File: src/rtl/bcd_pkg.sv
// Shared BCD helpers and constants for the counter, display and decoder blocks.
package bcd_pkg;

   localparam logic [3:0] BCD_BLANK      = 4'hF;
   localparam logic [3:0] BCD_NINE       = 4'd9;
   localparam int         BCD_MAX_DIGITS = 8;

   // Converts a non-negative decimal integer to packed BCD, digit 0 in [3:0].
   function automatic logic [31:0] int_to_bcd(input int value, input int digits);
      logic [31:0] res;
      int          v;
      res = 32'h0;
      v   = value;
      for (int i = 0; i < BCD_MAX_DIGITS; i++) begin
         if (i < digits) begin
            res[4*i +: 4] = 4'(v % 10);
            v             = v / 10;
         end else begin
            res[4*i +: 4] = 4'h0;
         end
      end
      return res;
   endfunction

   // True when every nibble holds a legal decimal digit.
   function automatic logic bcd_valid(input logic [31:0] vec);
      logic ok;
      ok = 1'b1;
      for (int i = 0; i < BCD_MAX_DIGITS; i++) begin
         if (vec[4*i +: 4] > BCD_NINE) begin
            ok = 1'b0;
         end else begin
            ok = ok;
         end
      end
      return ok;
   endfunction

endpackage

File: src/rtl/bcd_digit.sv
// One decade of the BCD counter: steps a single digit and ripples carry or borrow
// to the next decade.
module bcd_digit
   import bcd_pkg::*;
(
   input  logic [3:0] digit,
   input  logic       inc,
   input  logic       dec,
   input  logic       carry_in,
   input  logic       borrow_in,
   output logic [3:0] next_digit,
   output logic       carry_out,
   output logic       borrow_out
);

   // Next digit value for one step in the requested direction.
   always_comb begin
      next_digit = digit;
      carry_out  = 1'b0;
      borrow_out = 1'b0;
      if (inc && carry_in) begin
         if (digit >= BCD_NINE) begin
            next_digit = 4'd0;
            carry_out  = 1'b1;
         end else begin
            next_digit = digit + 4'd1;
         end
      end else if (dec && borrow_in) begin
         if (digit == 4'd0) begin
            next_digit = BCD_NINE;
            borrow_out = 1'b1;
         end else begin
            next_digit = digit - 4'd1;
         end
      end else begin
         next_digit = digit;
      end
   end

endmodule

File: src/rtl/bcd_counter_n.sv
// N-digit BCD up/down counter with programmable range, checked parallel load,
// wrap pulse and leading-zero blanking for 7-segment decoders.
module bcd_counter_n
   import bcd_pkg::*;
#(
   parameter int DIGITS    = 2,
   parameter int MIN_VAL   = 1,
   parameter int MAX_VAL   = 99,
   parameter int RESET_VAL = 1,
   parameter int BLANK_LZ  = 1
)(
   input  logic                clock,
   input  logic                reset_n,
   input  logic                en,
   input  logic                up,
   input  logic                load,
   input  logic [4*DIGITS-1:0] load_val,
   output logic [4*DIGITS-1:0] count,
   output logic [4*DIGITS-1:0] disp,
   output logic                wrap,
   output logic                load_err
);

   localparam int           W         = 4 * DIGITS;
   localparam logic [W-1:0] MIN_BCD   = W'(int_to_bcd(MIN_VAL, DIGITS));
   localparam logic [W-1:0] MAX_BCD   = W'(int_to_bcd(MAX_VAL, DIGITS));
   localparam logic [W-1:0] RESET_BCD = W'(int_to_bcd(RESET_VAL, DIGITS));

   if (DIGITS < 1 || DIGITS > BCD_MAX_DIGITS || MIN_VAL < 0 || MIN_VAL > MAX_VAL ||
       MAX_VAL >= 10**DIGITS || RESET_VAL < MIN_VAL || RESET_VAL > MAX_VAL) begin : g_bad_param
      $error("bcd_counter_n: illegal DIGITS/MIN_VAL/MAX_VAL/RESET_VAL combination");
   end

   logic [W-1:0]    count_r;
   logic            wrap_r;
   logic            load_err_r;
   logic [W-1:0]    count_nxt_s;
   logic            wrap_nxt_s;
   logic            load_err_nxt_s;
   logic [W-1:0]    step_s;
   logic [DIGITS:0] carry_s;
   logic [DIGITS:0] borrow_s;
   logic            unused_chain_s;
   logic            ge_min_s;
   logic            load_ok_s;
   logic [W-1:0]    disp_s;

   assign carry_s[0]     = 1'b1;
   assign borrow_s[0]    = 1'b1;
   assign unused_chain_s = carry_s[DIGITS] ^ borrow_s[DIGITS];

   for (genvar i = 0; i < DIGITS; i++) begin : g_digit
      bcd_digit u_digit (
         .digit      (count_r[4*i +: 4]),
         .inc        (up),
         .dec        (~up),
         .carry_in   (carry_s[i]),
         .borrow_in  (borrow_s[i]),
         .next_digit (step_s[4*i +: 4]),
         .carry_out  (carry_s[i+1]),
         .borrow_out (borrow_s[i+1])
      );
   end

   // Digits are all <= 9 here, so packed-vector order equals decimal order.
   if (MIN_VAL == 0) begin : g_min_zero
      assign ge_min_s = 1'b1;
   end else begin : g_min_cmp
      assign ge_min_s = (load_val >= MIN_BCD);
   end

   assign load_ok_s = bcd_valid(32'(load_val)) && ge_min_s && (load_val <= MAX_BCD);

   // Next count, wrap and load-error; load outranks counting.
   always_comb begin
      count_nxt_s    = count_r;
      wrap_nxt_s     = 1'b0;
      load_err_nxt_s = 1'b0;
      if (load) begin
         if (load_ok_s) begin
            count_nxt_s = load_val;
         end else begin
            load_err_nxt_s = 1'b1;
         end
      end else if (en) begin
         if (up && (count_r == MAX_BCD)) begin
            count_nxt_s = MIN_BCD;
            wrap_nxt_s  = 1'b1;
         end else if (!up && (count_r == MIN_BCD)) begin
            count_nxt_s = MAX_BCD;
            wrap_nxt_s  = 1'b1;
         end else begin
            count_nxt_s = step_s;
         end
      end else begin
         count_nxt_s = count_r;
      end
   end

   // State registers with immediate asynchronous reset.
   always_ff @(posedge clock or negedge reset_n) begin
      if (!reset_n) begin
         count_r    <= RESET_BCD;
         wrap_r     <= 1'b0;
         load_err_r <= 1'b0;
      end else begin
         count_r    <= count_nxt_s;
         wrap_r     <= wrap_nxt_s;
         load_err_r <= load_err_nxt_s;
      end
   end

   // Leading-zero blanking; digit 0 always shows so zero reads as "0".
   always_comb begin
      logic lead_zero;
      disp_s    = count_r;
      lead_zero = 1'b1;
      for (int i = DIGITS - 1; i >= 1; i--) begin
         lead_zero = lead_zero && (count_r[4*i +: 4] == 4'h0);
         if (lead_zero && (BLANK_LZ != 0)) begin
            disp_s[4*i +: 4] = BCD_BLANK;
         end else begin
            disp_s[4*i +: 4] = count_r[4*i +: 4];
         end
      end
   end

   assign count    = count_r;
   assign disp     = disp_s;
   assign wrap     = wrap_r;
   assign load_err = load_err_r;

endmodule

File: config.mk
export PLATFORM = sky130hd
export DESIGN_NAME = bcd_counter_n
export DESIGN_NICKNAME = d
export VERILOG_FILES = /design/src/rtl/bcd_pkg.sv /design/src/rtl/bcd_digit.sv /design/src/rtl/bcd_counter_n.sv
export SDC_FILE = /design/constraint.sdc
export NUM_CORES = 1
export LEC_CHECK = 0
export ABC_CLOCK_PERIOD_IN_PS = 6600
export CORE_MARGIN = 3
export CORE_UTILIZATION = 53
export CTS_CLUSTER_DIAMETER = 120
export DETAILED_ROUTE_END_ITERATION = 7
export GPL_TIMING_DRIVEN = 0
export PLACE_DENSITY = 0.87
export SLEW_MARGIN = 10
export SYNTH_ARGS = -nofsm -noshare
export SYNTH_HDL_FRONTEND = slang
export SYNTH_HIERARCHICAL = 1
export SYNTH_SLANG_ARGS = --single-unit
File: constraint.sdc
create_clock -name clock -period 6.6 [get_ports clock]
set_clock_uncertainty 0.2 [all_clocks]
set_input_delay 1.32 -clock clock [delete_from_list [all_inputs] [get_ports clock]]
set_output_delay 1.32 -clock clock [all_outputs]
set_load 0.05 [all_outputs]
* Yosys cells after proc, flatten, opt, wreduce, memory -nomap -nowiden
Index checks and enable logic that the tools add are counted.
** Operators by class
- Add/sub/neg operators :: 4
- $lt $le $gt $ge :: 6
- Equality and inequality tests :: 3
- Mux-type cells :: 25
- Bitwise operators :: 1
- Reduce and logical (&&, ||, !) cells :: 13
** Operators by type and width (count)
- 8-bit 2-to-1 mux :: 5
- 4-bit 2-to-1 mux :: 8
- 1-bit 2-to-1 mux :: 12
- 4-bit by 1-bit adder with 4-bit output (second input constant) :: 2
- 8-bit by 1-bit == test with 1-bit output (second input constant) :: 1
- 8-bit == test (second input constant) :: 1
- 4-bit greater-or-equal comparator (second input constant) :: 2
- 8-bit by 1-bit greater-or-equal comparator with 1-bit output (second input constant) :: 1
- 4-bit greater-than comparator (second input constant) :: 2
- 8-bit <= comparator (second input constant) :: 1
- 4-bit logical NOT :: 2
- 4-bit by 1-bit subtractor with 4-bit output (second input constant) :: 2
- 1-bit logical AND :: 6
- 5-bit nonzero test :: 1
- 3-bit AND reduction :: 1
- 2-bit by 1-bit inequality test with 1-bit output (second input constant) :: 1
- 2-bit AND reduction :: 1
- 2-bit nonzero test :: 1
- 1-bit logical NOT :: 1
- 1-bit inverter :: 1
** Storage, ports and cells
- Register bits after elaboration :: 10
- Input port bits :: 13
- Output and inout port bits :: 18
- Logic and storage cells :: 56

* Depth between registers and ports, before layout
- Depth in word-level cells :: 10
- Mapped depth :: 13
- Mapped depth without buffers :: 12

* Cells and area by module
Netlist, hierarchy kept.
** Modules (own cells, without submodules)
- bcd_counter_n :: times used 1, cells an instance 71, area each 679.4 um^2, sequential area each 251.5 um^2
- bcd_digit :: times used 2, cells an instance 38, area each 269.0 um^2, sequential area each 0.0 um^2

* Worst setup path after synthesis
No wires, ideal clock.
- Path type :: input to register
- Start :: input up
- End :: register count_r[7] (netlist: count[7])
- Library setup time :: 0.125 ns
- Data arrival time :: 2.876 ns
- Data required time :: 6.275 ns
- Path slack :: 3.399 ns
- Stages on the path :: 10
- Buffers on the path :: 1
- Cell sequence :: and2_1 -> clkbuf_4 -> nor3_4 -> nand2_1 -> nor4_1 -> nand3b_1 -> o211ai_1 -> nor2_1 -> a221oi_2 -> mux2_2
** On the way
- Elaborated cells on any way between the ends :: 15
- Classes of those cells :: mux (7); bitwise (1); reduce/logical (7)
** RTL lines
- start, declared :: line bcd_counter_n.sv:15 : input logic up,
- 1-bit 2-to-1 mux :: line bcd_digit.sv:21 : if (inc && carry_in) begin
- via borrow_s[1] :: line bcd_counter_n.sv:42 : logic [DIGITS:0] borrow_s;
- 1-bit logical AND :: line bcd_digit.sv:28 : end else if (dec && borrow_in) begin
- 5-bit nonzero test (no line)
- 3-bit AND reduction (no line)
- end signal, assigned :: line bcd_counter_n.sv:107 : count_r <= count_nxt_s;
- end, declared :: line bcd_counter_n.sv:34 : logic [W-1:0] count_r;
The timed path passes the listed nets, and every way through them passes these cells. The select of a mux whose other input is x is not followed.
A chain may end at the register's enable or synchronous reset.

* Worst setup path in the final report
- Start :: register count_r[4] (netlist: count[4])
- End :: output disp[4]
** On the way
- Cells in the longest elaborated chain, start to end :: 2
** Ends and longest elaborated chain
- 4-bit logical NOT :: line bcd_counter_n.sv:119 : lead_zero = lead_zero && (count_r[4*i +: 4] == 4'h0);
- 4-bit 2-to-1 mux * :: line bcd_counter_n.sv:120 : if (lead_zero && (BLANK_LZ != 0)) begin
- end, declared :: line bcd_counter_n.sv:19 : output logic [4*DIGITS-1:0] disp,
Mark *: on every way between the ends. The rest lies on a longest branch, timed or not.

==> flow_summary.toml <==
[setup_path]
critical-path-max-stage-delay_ps = 800
regToRegStartpoint = "count[1]$_DFFE_PN0P_"
r2r_setup_slack_ps = 3670
timing.critical_path.arrival_ps = 2200
worstSetupEndpointType = "output port"
cp.required_ps = 5080
cp_max_fo = 13
worstSetupStartpoint = "count[4]$_DFFE_PN0P_"
worst-setup-path-type = "register to output port"
worst_setup_path_start_kind = "register"
critical_path_top_delay_cell = "sky130_fd_sc_hd__clkdlybuf4s50_1"
worst_r2r_path_depth = 11
cp_cell_sequence = "nor4_2 > or2_2 > clkdlybuf4s50_1"

[hold_path]
worstHoldPathCells = 1
hold_start = "count[2]$_DFFE_PN0P_"
holdCritPathClass = "register to register"

[floorplanning]
die_y_um = 53.9
area_of_the_core_um2 = 2060
die_width_um = 53.9
design.die.area_um2 = 2900
initial_utilization_pct = 58.9
pin_count = 31
row_count = 16

[run_status]
outcome = "finished clean"

[power_and_ir_drop]
ir_worst_vdd_mv = 0.208
p_per_area_nw_per_um2 = 301
cellLeakagePower_nw = 0.660

[clock_tree]
clock_tree.htree_level_count = 1
post_cts_buffers = 0
cts.clk_slew.worst_paths_ps = 60
cts_buffers = 3
clockRootBuffer = "sky130_fd_sc_hd__clkbuf_4"
cts_tree = "built"
cts.path.max_buffers = 2
ctsResizeCount = 0
worstSkewPairLatency_ps = 270
clock-sinks = 10
holdBufCountCts = 0

[synth]
post_synth_inst_count = 146
synth_area_per_cell_um2 = 8.31
syn-cell-area_um2 = 1210
ys.warnings.count = 6

[global_routing]
global_route_overflow = 0
grt_max_degree = 14
grt_antenna_before_repair = 0
first_global_vias = 1125
grt_pass1_wl_um = 4910
grt_usage_pct = 23.4

[route]
drc_errors = 0
top_layer = "met4"
wire_per_inst_um = 14.3
dr_wl_met3_um = 137
drt_pass1_iterations = 4
detail_route.wirelength_um = 3000
drt_first_iter_violations = 15
drt-vias-per-instance = 5.79
met2WireLength_um = 1530
wirelength_met1_um = 1230
routed_vias = 1215
drtAntennaViolNets = 0

[placement]
detailed_place_hpwl_um = 2370
globalplace.congestion = 0.924
place.port_buffers = 30

[cells_and_area]
final_nets = 205
n_fill_cell = 157
final_layout_size_suffix_gt1_share_pct = 20.2
area_growth_syn_to_layout_pct = 30.6
antenna-diode-count = 0

[sta]
grt_setup_unrepaired = "no"
count_of_final_hold_check_violations = 0
post-route-min-period_ps = 3720
fmaxAchievable_ghz = 0.268
timing_max_transition_violations_final = 0
slew_headroom_pct = 56.4
setup_viol_count_final = 0
finalCritPeriodShare_pct = 56.4
finalHoldWorstSlack_ps = 432
max_slew.worst_pin.slew_ps = 649
setup_tns_ps = 0

[run]
max-cap-violations = 0
[registers in the layout, summed over array words and instances, names as in the netlist]
register,count
load_err,1
count,8
wrap,1
[where the power goes]
| group | leakage, nW | switching (mW) | internal, mW |
|---|---|---|---|
| logic | 0.527 | 0.187 | 0.131 |
| clock network | 0.0150 | 0.0222 | 0.0235 |
| registers | 0.118 | 0.0369 | 0.0762 |
[worst max-delay path: cells and delay by family, from the launching register on]
family	cells	cell delay, ps
buf+inv	1	800
flops	1	530
simple gates	2	610
[placed cells by master, fill, tap and decap left out, drive strengths merged, types with 2 or more instances in the layout]
cell type and count:
nor4 6, conb 4, o21ai 10, buf 6, and2 3, or2 5, nor3b 2, nand3b 2
a31oi 3, nor2b 2, clkbuf 7, o211ai 2, a221oi 3, a21o 2, or3b 3, nor3 4
inv 12, nand2 15, nand3 8, ha 8, xnor2 2, nand2b 4, o22ai 2, clkdlybuf4s50 30
o311ai 2, mux2 8, dfrtp 9, nor2 6, a22oi 2, a21oi 4
[layout make-up]
type	count	area, um2	area share, %
timing repair buffer	30	300	18.9
buffer	9	71.3	4.50
tap	27	33.8	2.13
clock buffer	4	26.3	1.66
sequential	10	251	15.9
multi-input combinational	118	857	54.1
inverter	12	45.0	2.84
[metal layers]
metal  track usage (%)  vias to the layer above
met2              41.3                       31
met1              26.2                      571
met3              5.54                       11
met5                 0                        -
li1                  -                      602
met4              11.1                        0
[metrics by stage]
step	cells	setup WS (ps)	instance area (um2)	power, mW	util, %
4_1_cts	210	2860	1590	0.477	76.9
6_report	210	2880	1590	0.477	76.9
3_3_place_gp	206	2710	1560	0.422	75.6
2_1_floorplan	149	3400	1220	0.334	-
3_5_place_dp	206	2620	1560	0.430	75.6
5_1_grt	210	2630	1590	0.508	76.9
[worst paths after layout]
path                                        end
setup / recovery                        disp[4]
hold / removal             count[2]$_DFFE_PN0P_
setup reg to reg           count[7]$_DFFE_PN0P_
hold reg to reg            count[2]$_DFFE_PN0P_
max in group asynchronous  count[0]$_DFFE_PN1P_
min in group asynchronous    load_err$_DFF_PN0_
Note: power is estimated with default switching activity, not from simulation.
